==> config.mk <==
export PLATFORM = sky130hd
export DESIGN_NAME = command_debouncer_flat
export DESIGN_NICKNAME = d
export VERILOG_FILES = /design/src/rtl/command_debouncer_pkg.sv /design/src/rtl/command_debouncer_if.sv /design/src/rtl/command_debouncer_channel.sv /design/src/rtl/command_debouncer.sv /design/src/flat_wrapper.sv
export SDC_FILE = /design/constraint.sdc
export NUM_CORES = 1
export LEC_CHECK = 0
export ABC_AREA = 1
export BUFFER_PORTS_ARGS = -buffer_cell sky130_fd_sc_hd__buf_2
export CORE_MARGIN = 3
export CORE_UTILIZATION = 60
export CTS_CLUSTER_DIAMETER = 100
export DETAILED_ROUTE_END_ITERATION = 10
export HOLD_SLACK_MARGIN = 0.02
export PLACE_DENSITY = 0.84
export SYNTH_ARGS = -nofsm -noshare
export SYNTH_HDL_FRONTEND = slang
export SYNTH_SLANG_ARGS = --single-unit
==> constraint.sdc <==
create_clock -name clock_i -period 2.2 [get_ports clock_i]
set_clock_uncertainty 0.2 [all_clocks]
set_input_delay 0 -clock clock_i [delete_from_list [all_inputs] [get_ports clock_i]]
set_output_delay 0 -clock clock_i [all_outputs]
set_load 0.02 [all_outputs]
==> src/rtl/command_debouncer_pkg.sv <==
// rtl/command_debouncer_pkg.sv - shared types, debounce count and counter width for the command debouncer
package debouncer_pkg;

    typedef enum logic [1:0] {
        PLAY        = 2'd0,
        RECORD      = 2'd1,
        PLAY_CLIP   = 2'd2,
        RECORD_CLIP = 2'd3
    } channel_e;

    localparam int unsigned NUM_CHANNELS = 4;

    function automatic int unsigned debounce_count(input int unsigned system_frequency,
                                                   input int unsigned debounce_us);
        return system_frequency * debounce_us;
    endfunction

    // Counter only has to reach N-1, so $clog2(N) bits suffice; floor of 1 bit.
    function automatic int unsigned counter_width(input int unsigned count);
        return (count < 2) ? 1 : $clog2(count);
    endfunction

    localparam int unsigned DEFAULT_COUNT = debounce_count(100, 10000);
    localparam int unsigned CNT_W         = counter_width(DEFAULT_COUNT);

endpackage

==> src/rtl/command_debouncer_if.sv <==
// rtl/command_debouncer_if.sv - front-panel inputs and conditioned outputs of the command debouncer
interface command_debouncer_if;
    logic play_command_i;
    logic record_command_i;
    logic play_clip_select_i;
    logic record_clip_select_i;
    logic play_pulse_o;
    logic record_pulse_o;
    logic play_clip_o;
    logic record_clip_o;

    modport master (
        output play_command_i,
        output record_command_i,
        output play_clip_select_i,
        output record_clip_select_i,
        input  play_pulse_o,
        input  record_pulse_o,
        input  play_clip_o,
        input  record_clip_o
    );

    modport slave (
        input  play_command_i,
        input  record_command_i,
        input  play_clip_select_i,
        input  record_clip_select_i,
        output play_pulse_o,
        output record_pulse_o,
        output play_clip_o,
        output record_clip_o
    );
endinterface

==> src/rtl/command_debouncer_channel.sv <==
// rtl/command_debouncer_channel.sv - one debounced input: stable level, stability counter, rise flag
module debounce_channel
    import debouncer_pkg::*;
#(
    parameter int unsigned COUNT = DEFAULT_COUNT,
    parameter int unsigned WIDTH = CNT_W
) (
    input  logic clock_i,
    input  logic reset_i,
    input  logic raw,
    output logic lvl,
    output logic rise
);

    localparam logic [WIDTH-1:0] LAST = WIDTH'(COUNT - 1);

    logic [WIDTH-1:0] cnt;

    always_ff @(posedge clock_i) begin
        if (reset_i) begin
            lvl  <= 1'b0;
            cnt  <= '0;
            rise <= 1'b0;
        end else begin
            rise <= 1'b0;
            if (raw == lvl) begin
                cnt <= '0;
            end else if (cnt == LAST) begin
                // Accept the new level; flag only the 0->1 transition.
                lvl  <= raw;
                cnt  <= '0;
                rise <= raw;
            end else begin
                cnt <= cnt + 1'b1;
            end
        end
    end

endmodule

==> src/rtl/command_debouncer.sv <==
// rtl/command_debouncer.sv - debounces four front-panel inputs; play/record become single-cycle pulses
module command_debouncer
    import debouncer_pkg::*;
#(
    parameter int unsigned SYSTEM_FREQUENCY = 100,
    parameter int unsigned DEBOUNCE_US      = 10000
) (
    input  logic                 clock_i,
    input  logic                 reset_i,
    command_debouncer_if.slave   bus
);

    localparam int unsigned N     = debounce_count(SYSTEM_FREQUENCY, DEBOUNCE_US);
    localparam int unsigned WIDTH = counter_width(N);

    logic [NUM_CHANNELS-1:0] raw;
    logic [NUM_CHANNELS-1:0] lvl;
    logic [NUM_CHANNELS-1:0] rise;
    logic [1:0]              clip_rise_unused;
    logic                    play_pulse;
    logic                    record_pulse;

    assign raw[PLAY]        = bus.play_command_i;
    assign raw[RECORD]      = bus.record_command_i;
    assign raw[PLAY_CLIP]   = bus.play_clip_select_i;
    assign raw[RECORD_CLIP] = bus.record_clip_select_i;

    for (genvar i = 0; i < NUM_CHANNELS; i++) begin : g_channel
        debounce_channel #(
            .COUNT (N),
            .WIDTH (WIDTH)
        ) u_channel (
            .clock_i (clock_i),
            .reset_i (reset_i),
            .raw     (raw[i]),
            .lvl     (lvl[i]),
            .rise    (rise[i])
        );
    end

    assign clip_rise_unused = {rise[RECORD_CLIP], rise[PLAY_CLIP]};

    // Record wins a same-cycle tie; the play press is dropped, not held over.
    always_ff @(posedge clock_i) begin
        if (reset_i) begin
            play_pulse   <= 1'b0;
            record_pulse <= 1'b0;
        end else begin
            play_pulse   <= rise[PLAY] & ~rise[RECORD];
            record_pulse <= rise[RECORD];
        end
    end

    assign bus.play_pulse_o   = play_pulse;
    assign bus.record_pulse_o = record_pulse;
    assign bus.play_clip_o    = lvl[PLAY_CLIP];
    assign bus.record_clip_o  = lvl[RECORD_CLIP];

endmodule

==> src/flat_wrapper.sv <==
// flat-port wrapper written by rule: the top's interface ports become plain ports
module command_debouncer_flat import debouncer_pkg::*;
#(
    parameter int unsigned SYSTEM_FREQUENCY = 100,
    parameter int unsigned DEBOUNCE_US      = 10000
)
  (clock_i, reset_i, bus_play_command_i, bus_record_command_i, bus_play_clip_select_i, bus_record_clip_select_i, bus_play_pulse_o, bus_record_pulse_o, bus_play_clip_o, bus_record_clip_o);
  command_debouncer_if bus_i ();
  input  logic clock_i;
  input  logic reset_i;
  input wire logic [$bits(bus_i.play_command_i)-1:0] bus_play_command_i;
  input wire logic [$bits(bus_i.record_command_i)-1:0] bus_record_command_i;
  input wire logic [$bits(bus_i.play_clip_select_i)-1:0] bus_play_clip_select_i;
  input wire logic [$bits(bus_i.record_clip_select_i)-1:0] bus_record_clip_select_i;
  output wire logic [$bits(bus_i.play_pulse_o)-1:0] bus_play_pulse_o;
  output wire logic [$bits(bus_i.record_pulse_o)-1:0] bus_record_pulse_o;
  output wire logic [$bits(bus_i.play_clip_o)-1:0] bus_play_clip_o;
  output wire logic [$bits(bus_i.record_clip_o)-1:0] bus_record_clip_o;
  assign bus_i.play_command_i = bus_play_command_i;
  assign bus_i.record_command_i = bus_record_command_i;
  assign bus_i.play_clip_select_i = bus_play_clip_select_i;
  assign bus_i.record_clip_select_i = bus_record_clip_select_i;
  assign bus_play_pulse_o = bus_i.play_pulse_o;
  assign bus_record_pulse_o = bus_i.record_pulse_o;
  assign bus_play_clip_o = bus_i.play_clip_o;
  assign bus_record_clip_o = bus_i.record_clip_o;
  command_debouncer #(.SYSTEM_FREQUENCY(SYSTEM_FREQUENCY), .DEBOUNCE_US(DEBOUNCE_US)) u_core (.clock_i(clock_i), .reset_i(reset_i), .bus(bus_i));
endmodule
### After elaboration in Yosys (flattened, before gate mapping)

Index checks and enable logic that the tools add are counted.

* reductions and logical operators: 10
* div/mod/pow operators: 0
* bitwise logic cells: 8
* magnitude comparators: 0
* muxes and demuxes: 0
* multipliers: 0
* equality and inequality tests: 8
* shift operators: 0
* add/sub/neg operators: 4

Operators with widths (count)
* $add 20x1->20 const B: 4
* $eq 20x20->1 const B: 4
* $reduce_or 3->1: 6
* $reduce_and 2->1: 4
* $not 1->1: 7
* $eq 1x1->1: 4
* $and 1x1->1: 1

* register bits: 88
* memories kept: 0
* output and inout bits: 4
* word-level logic and storage cells: 42
* bits in read-only memories: 0
* bits of input ports: 6
* memory bits (writable): 0
* latch bits: 0

### Logic depth before layout (Yosys ltp)

* depth after elaboration: 3
* depth in mapped cells: 9
* mapped depth without buffers: 9

### Modules after synthesis

Synthesis repeated with hierarchy kept, for this count alone.

* cells, all modules: 658
* area total of the unflattened synthesis: 4694.5 µm²

Modules (own cells, without submodules)
* debounce_channel: seq. area each 440.4 µm², instances 4, area each 1158.6 µm², cells each 163
* command_debouncer: seq. area each 40.0 µm², instances 1, area each 60.1 µm², cells each 6

### Worst setup path after synthesis

No wires, ideal clock.

* path kind: reg-to-reg
* start: reg u_core.g_channel[3].u_channel.cnt[0]
* end: reg u_core.g_channel[3].u_channel.cnt[15]
* path buffers: 1
* stages on the path, launching flop included: 8
* clock period less this slack: 1632 ps
* required time: 1888 ps
* setup slack: 568 ps
* library setup time: 112 ps
* arrival time: 1320 ps
* path through: dfxtp_1 ha_1 nand3_2 clkinv_2 nand3_2 o21bai_4 buf_6 nor2_1

* cells in the longest elaborated chain, start to end: 2
* elaborated cells between the ends (all ways): 3
* those cells by class: 1 x add/sub; 1 x eq/ne; 1 x reduce/logical

Ends and longest elaborated chain
* start, declared: line command_debouncer_channel.sv:17 `logic [WIDTH-1:0] cnt;`
* start signal, assigned: line command_debouncer_channel.sv:34 `cnt <= cnt + 1'b1;`
* branches (longest 2 deep; another with $add 20x1->20)

Several ways; the timed one is not identified.
A chain may end at the register's enable or synchronous reset.

### Final worst setup path

* start: reg u_core.g_channel[0].u_channel.cnt[0]
* end: reg u_core.g_channel[0].u_channel.lvl

* cells in the longest elaborated chain, start to end: 2

Ends and longest elaborated chain
* start, declared: line command_debouncer_channel.sv:17
* start signal, assigned: line command_debouncer_channel.sv:34
* $eq 20x20->1: line command_debouncer_channel.sv:28 `end else if (cnt == LAST) begin`
* $reduce_and 2->1 (no line)
* end signal, assigned: line command_debouncer_channel.sv:30 `lvl <= raw;`
* end, declared: line command_debouncer_channel.sv:11 `output logic lvl,`

No other way between the ends.

==> impl_table.tex <==
\begin{tabular}{lr}
\hline
Metric & Value \\
\hline
\multicolumn{2}{l}{\textbf{Power}} \\
\quad Switching share of total power & 21.3\% \\
\quad Share of total power in combinational logic & roughly 2.4\% \\
\quad Peak supply drop & 0.310 mV \\
\quad Cell Pwr Density & 586 mW/mm2 \\
\quad Power spent charging and discharging nets & approximately 630 uW \\
\quad Clock power share & 43.4\% \\
\quad Leakage power & roughly 1.6 nW \\
\quad Int Pwr & $\sim$2.3 mW \\
\quad Share of power burned in registers & between 50\% and 60\% \\
\multicolumn{2}{l}{\textbf{Cells and area}} \\
\quad Footprint of the flip-flops and latches & 0.00176 mm2 \\
\quad Number of fill cells in the layout & between 600 and 700 \\
\quad Multi-input gate area & between 0.002 and 0.0025 mm2 \\
\quad Final net count & roughly 740 \\
\quad Final instance area & around 0.0051 mm2 \\
\quad Layout cells sized above 1 & 8.49\% \\
\quad Diodes inserted & 0 \\
\quad Area added between synthesis and finish & 9.70\% \\
\multicolumn{2}{l}{\textbf{Min path}} \\
\quad Launch point of the worst hold path & u\_core.g\_channel[0].u\_channel.rise \\
\quad Worst Hold Path EP & u\_core.bus.play\_pulse\_o \\
\quad Type of the tightest min-delay check & flop to flop \\
\quad Cells on Worst Hold Path & 2 \\
\multicolumn{2}{l}{\textbf{Placement}} \\
\quad Port Buf Inserts & 9 \\
\quad Area post-placement & roughly 0.0047 mm2 \\
\quad Placed wire-length estimate & about 6800 um \\
\quad Post-Place Worst Slack & $\sim$0.35 ns \\
\quad Final estimated routing congestion in global placement & approximately 0.92 \\
\multicolumn{2}{l}{\textbf{Clock network}} \\
\quad Number of buffers added by the clock tree synthesis step & 9 \\
\quad Clock latency on the worst-skew pair & $\sim$0.36 ns \\
\quad Worst-case clock buffer depth & 2 \\
\quad Cell chosen for the clock root & sky130\_fd\_sc\_hd\_\_clkbuf\_8 \\
\quad Clock tree from TritonCTS & yes \\
\quad H-Tree Level Count & 3 \\
\quad CTS sink count & a little under 90 \\
\quad Clock Pin Slew Worst Setup and Hold Paths & around 0.09 ns \\
\multicolumn{2}{l}{\textbf{Logic synthesis}} \\
\quad Ranking of synthesized cells by area & sky130\_fd\_sc\_hd\_\_dfxtp\_1 (38\%), sky130\_fd\_sc\_hd\_\_nand2\_1 (15\%), sky130\_fd\_sc\_hd\_\_nor2\_1 (14\%), sky130\_fd\_sc\_hd\_\_inv\_1 (6.0\%), sky130\_fd\_sc\_hd\_\_nand3\_1 (4.5\%) \\
\quad Sequential-to-total area share from yosys stat & a little under two fifths \\
\quad Count of warnings emitted by yosys & 0 \\
\quad Proportion of netlist area held by the largest area contributor & a little under two fifths \\
\quad Syn Nets & slightly above 700 \\
\quad Synth top cells by count & sky130\_fd\_sc\_hd\_\_nand2\_1 (184), sky130\_fd\_sc\_hd\_\_nor2\_1 (170), sky130\_fd\_sc\_hd\_\_dfxtp\_1 (88) \\
\quad Most instantiated library cell after synthesis & sky130\_fd\_sc\_hd\_\_nand2\_1 \\
\quad Syn avg cell area & $\sim$6.6 um2 \\
\quad Top cell type by total area after synthesis & sky130\_fd\_sc\_hd\_\_dfxtp\_1 \\
\quad Prevailing post-synth register cell & sky130\_fd\_sc\_hd\_\_dfxtp\_1 \\
\quad Register bit count reported by yosys & 88 \\
\quad Count of unique library cells instantiated by Yosys & 30 \\
\quad Proportion of synthesized flip-flops having asynchronous set or reset & 0\% \\
\quad Number of standard cells after synthesis & 700 \\
\quad Post-synthesis cell area & about 0.0046 mm2 \\
\quad Number of flops mapped to enable cells by yosys & 0 \\
\multicolumn{2}{l}{\textbf{STA}} \\
\quad Post-route minimum period & slightly above 2 ns \\
\quad Post-route setup slack & approximately 0.14 ns \\
\quad Tightest hold margin & 0.220 ns \\
\quad Highest clock rate & 0.486 GHz \\
\quad Relative max-transition margin & a little over two thirds \\
\quad Count of final max-slew check failures & 0 \\
\quad Post-route clock period utilization & 93.6\% \\
\quad Count of endpoints failing hold in the final timing report & 0 \\
\quad Setup TNS & 0 ns \\
\quad Slew at the pin closest to its max-slew limit & $\sim$0.45 ns \\
\quad Endpoints failing setup & 0 \\
\multicolumn{2}{l}{\textbf{Global route}} \\
\quad Largest net degree at the start of global routing & 21 \\
\quad GRT Util Overall & between 20\% and 30\% \\
\quad Initial antenna violation count & 0 \\
\quad Wire length of the first global-routing pass & $\sim$17000 um \\
\quad Global route overflow & 0 \\
\quad Via count of the first global-routing pass & between 4000 and 5000 \\
\multicolumn{2}{l}{\textbf{Drt}} \\
\quad Count of vias placed by the detailed router & approximately 4300 \\
\quad First-pass iteration count of the detailed router & 5 \\
\quad Wire length reported by the detailed router & approximately 9400 um \\
\quad Count of nets left with antenna violations after detail routing & 0 \\
\quad Number of violations reported at the end of detailed-routing iteration 0 & 185 \\
\quad Via density per instance & a little over 5 \\
\quad DRC Markers & 0 \\
\quad Post-detailed-route wirelength per cell & approximately 11 um \\
\multicolumn{2}{l}{\textbf{Critical path}} \\
\quad Crit path launch type & flop \\
\quad Maximum fanout along the worst path & 4 \\
\quad R2r endpoint & u\_core.g\_channel[0].u\_channel.lvl \\
\quad Category of the critical setup timing path & flop to flop \\
\quad Launching point of the worst reg2reg path & u\_core.g\_channel[0].u\_channel.cnt[0] \\
\quad Arrival time of data at the critical path endpoint & around 2.1 ns \\
\quad Required time of the critical path & roughly 2.3 ns \\
\quad R2r worst-path depth & 9 \\
\quad Reg-to-reg setup timing slack & roughly 0.14 ns \\
\quad Critical Path Sink Type & flop \\
\multicolumn{2}{l}{\textbf{Die}} \\
\quad Number of top-level design ports & 10 \\
\quad Chip height & around 94 um \\
\quad Total die area & $\sim$0.0088 mm2 \\
\quad Core Area & approximately 0.0073 mm2 \\
\quad Initial Util & a little over three fifths \\
\quad Total number of placement rows & 31 \\
\quad X dimension of the die & 93.6 um \\
\multicolumn{2}{l}{\textbf{Status}} \\
\quad Status & finished clean \\
\multicolumn{2}{l}{\textbf{Job}} \\
\quad Max\_cap viols & 0 \\
\hline
\end{tabular}
==> routing by layer <==
layer	vias up	GRT usage [%]	wire, um
li1	2224	-	-
met1	1946	27.9	4180
met2	115	39.7	4550
met3	17	6.03	566
met4	0	7.82	121
met5	-	0	0
==> critical path: stages (launching register included) <==
cell	delay (ns)
sky130_fd_sc_hd__dfxtp_2	0.36
sky130_fd_sc_hd__ha_2	0.19
sky130_fd_sc_hd__nand2_2	0.08
sky130_fd_sc_hd__nor2_4	0.17
sky130_fd_sc_hd__nand2_2	0.08
sky130_fd_sc_hd__inv_1	0.07
sky130_fd_sc_hd__nand3_2	0.12
sky130_fd_sc_hd__nand2_1	0.08
sky130_fd_sc_hd__a21oi_1	0.05
sky130_fd_sc_hd__dlygate4sd3_1	0.55
==> registers in the layout, summed over array words and instances, names as in the netlist <==
name                             cells
u_core.bus.record_pulse_o            1
u_core.g_channel.u_channel.lvl       4
u_core.bus.play_pulse_o              1
u_core.g_channel.u_channel.cnt      80
u_core.g_channel.u_channel.rise      2
==> worst max path at each step <==
stage | from | endpoint | depth (start not counted)
3_5_place_dp | u_core.g_channel[3].u_channel.cnt[0] | u_core.g_channel[3].u_channel.cnt[12] | 6
3_3_place_gp | u_core.g_channel[3].u_channel.cnt[0] | u_core.g_channel[3].u_channel.cnt[12] | 6
2_1_floorplan | u_core.g_channel[3].u_channel.cnt[0] | u_core.g_channel[3].u_channel.cnt[15] | 7
5_1_grt | u_core.g_channel[0].u_channel.cnt[0] | u_core.g_channel[0].u_channel.lvl | 9
4_1_cts | u_core.g_channel[0].u_channel.cnt[0] | u_core.g_channel[0].u_channel.lvl | 9
6_report | u_core.g_channel[0].u_channel.cnt[0] | u_core.g_channel[0].u_channel.lvl | 9
==> per-stage QoR <==
stage,utilization (%),std cells,power (mW)
final,68.9,829,2.96
after global routing,68.9,829,3.07
after CTS,68.7,828,2.98
after detailed placement,64.6,805,1.71
after global placement,64.6,805,1.70
after floorplan,-,700,1.69
==> power groups by stage <==
stage | Combinational, mW | Sequential, mW | Clock (mW)
floorplan | 0.0515 | 1.64 | 0
global placement | 0.0619 | 1.64 | 0
detailed placement | 0.0639 | 1.64 | 0
CTS | 0.0709 | 1.61 | 1.31
global route | 0.0798 | 1.61 | 1.38
finish | 0.0706 | 1.61 | 1.28
==> cells by family after synthesis <==
group                      synth area share, %
DFF                                       38.3
AOI/OAI and AO/OA                         5.16
adders and majority gates                 1.09
and+or+nand+nor                           41.0
xor gates and xnor gates                  6.85
buffers and inverters                     7.64
==> layout make-up <==
class,instances,share of cell area (%)
multi-input combinational,529,49.5
sequential,88,34.9
inverter,77,5.75
clock buffer,12,3.07
timing repair buffer,20,2.87
tap,99,2.45
clock inverter,4,1.46
==> timing repair <==
item                       CTS  global route
setup endpoints to repair    0             1
hold buffers                 7             0
resized for setup            0             5
hold endpoints to repair    12             0
buffers inserted             0             1
==> cells in the final DEF, fill, tap and decap left out, types with 2 or more instances in the layout <==
cell | synthesis | routed
sky130_fd_sc_hd__dfxtp_2 | 0 | 2
sky130_fd_sc_hd__nor2_1 | 170 | 170
sky130_fd_sc_hd__nand2_1 | 184 | 182
sky130_fd_sc_hd__inv_2 | 2 | 2
sky130_fd_sc_hd__inv_1 | 74 | 74
sky130_fd_sc_hd__buf_4 | 4 | 4
sky130_fd_sc_hd__xor2_1 | 20 | 20
sky130_fd_sc_hd__nand4_1 | 12 | 12
sky130_fd_sc_hd__o21bai_1 | 2 | 2
sky130_fd_sc_hd__o21ai_0 | 10 | 10
sky130_fd_sc_hd__nand3_1 | 41 | 41
sky130_fd_sc_hd__nand3b_1 | 2 | 2
sky130_fd_sc_hd__buf_2 | 0 | 9
sky130_fd_sc_hd__clkbuf_8 | 0 | 11
sky130_fd_sc_hd__ha_1 | 4 | 3
sky130_fd_sc_hd__or2_0 | 3 | 3
sky130_fd_sc_hd__xnor2_1 | 16 | 16
sky130_fd_sc_hd__nor2_4 | 4 | 4
sky130_fd_sc_hd__nor3_1 | 9 | 9
sky130_fd_sc_hd__nand3_2 | 4 | 4
sky130_fd_sc_hd__nor2_2 | 12 | 12
sky130_fd_sc_hd__nand2_2 | 1 | 3
sky130_fd_sc_hd__clkinv_2 | 1 | 2
sky130_fd_sc_hd__dlygate4sd3_1 | 0 | 7
sky130_fd_sc_hd__dfxtp_1 | 88 | 86
sky130_fd_sc_hd__a21oi_1 | 29 | 29
sky130_fd_sc_hd__bufinv_16 | 0 | 2
Note: power is estimated with default switching activity, not from simulation.
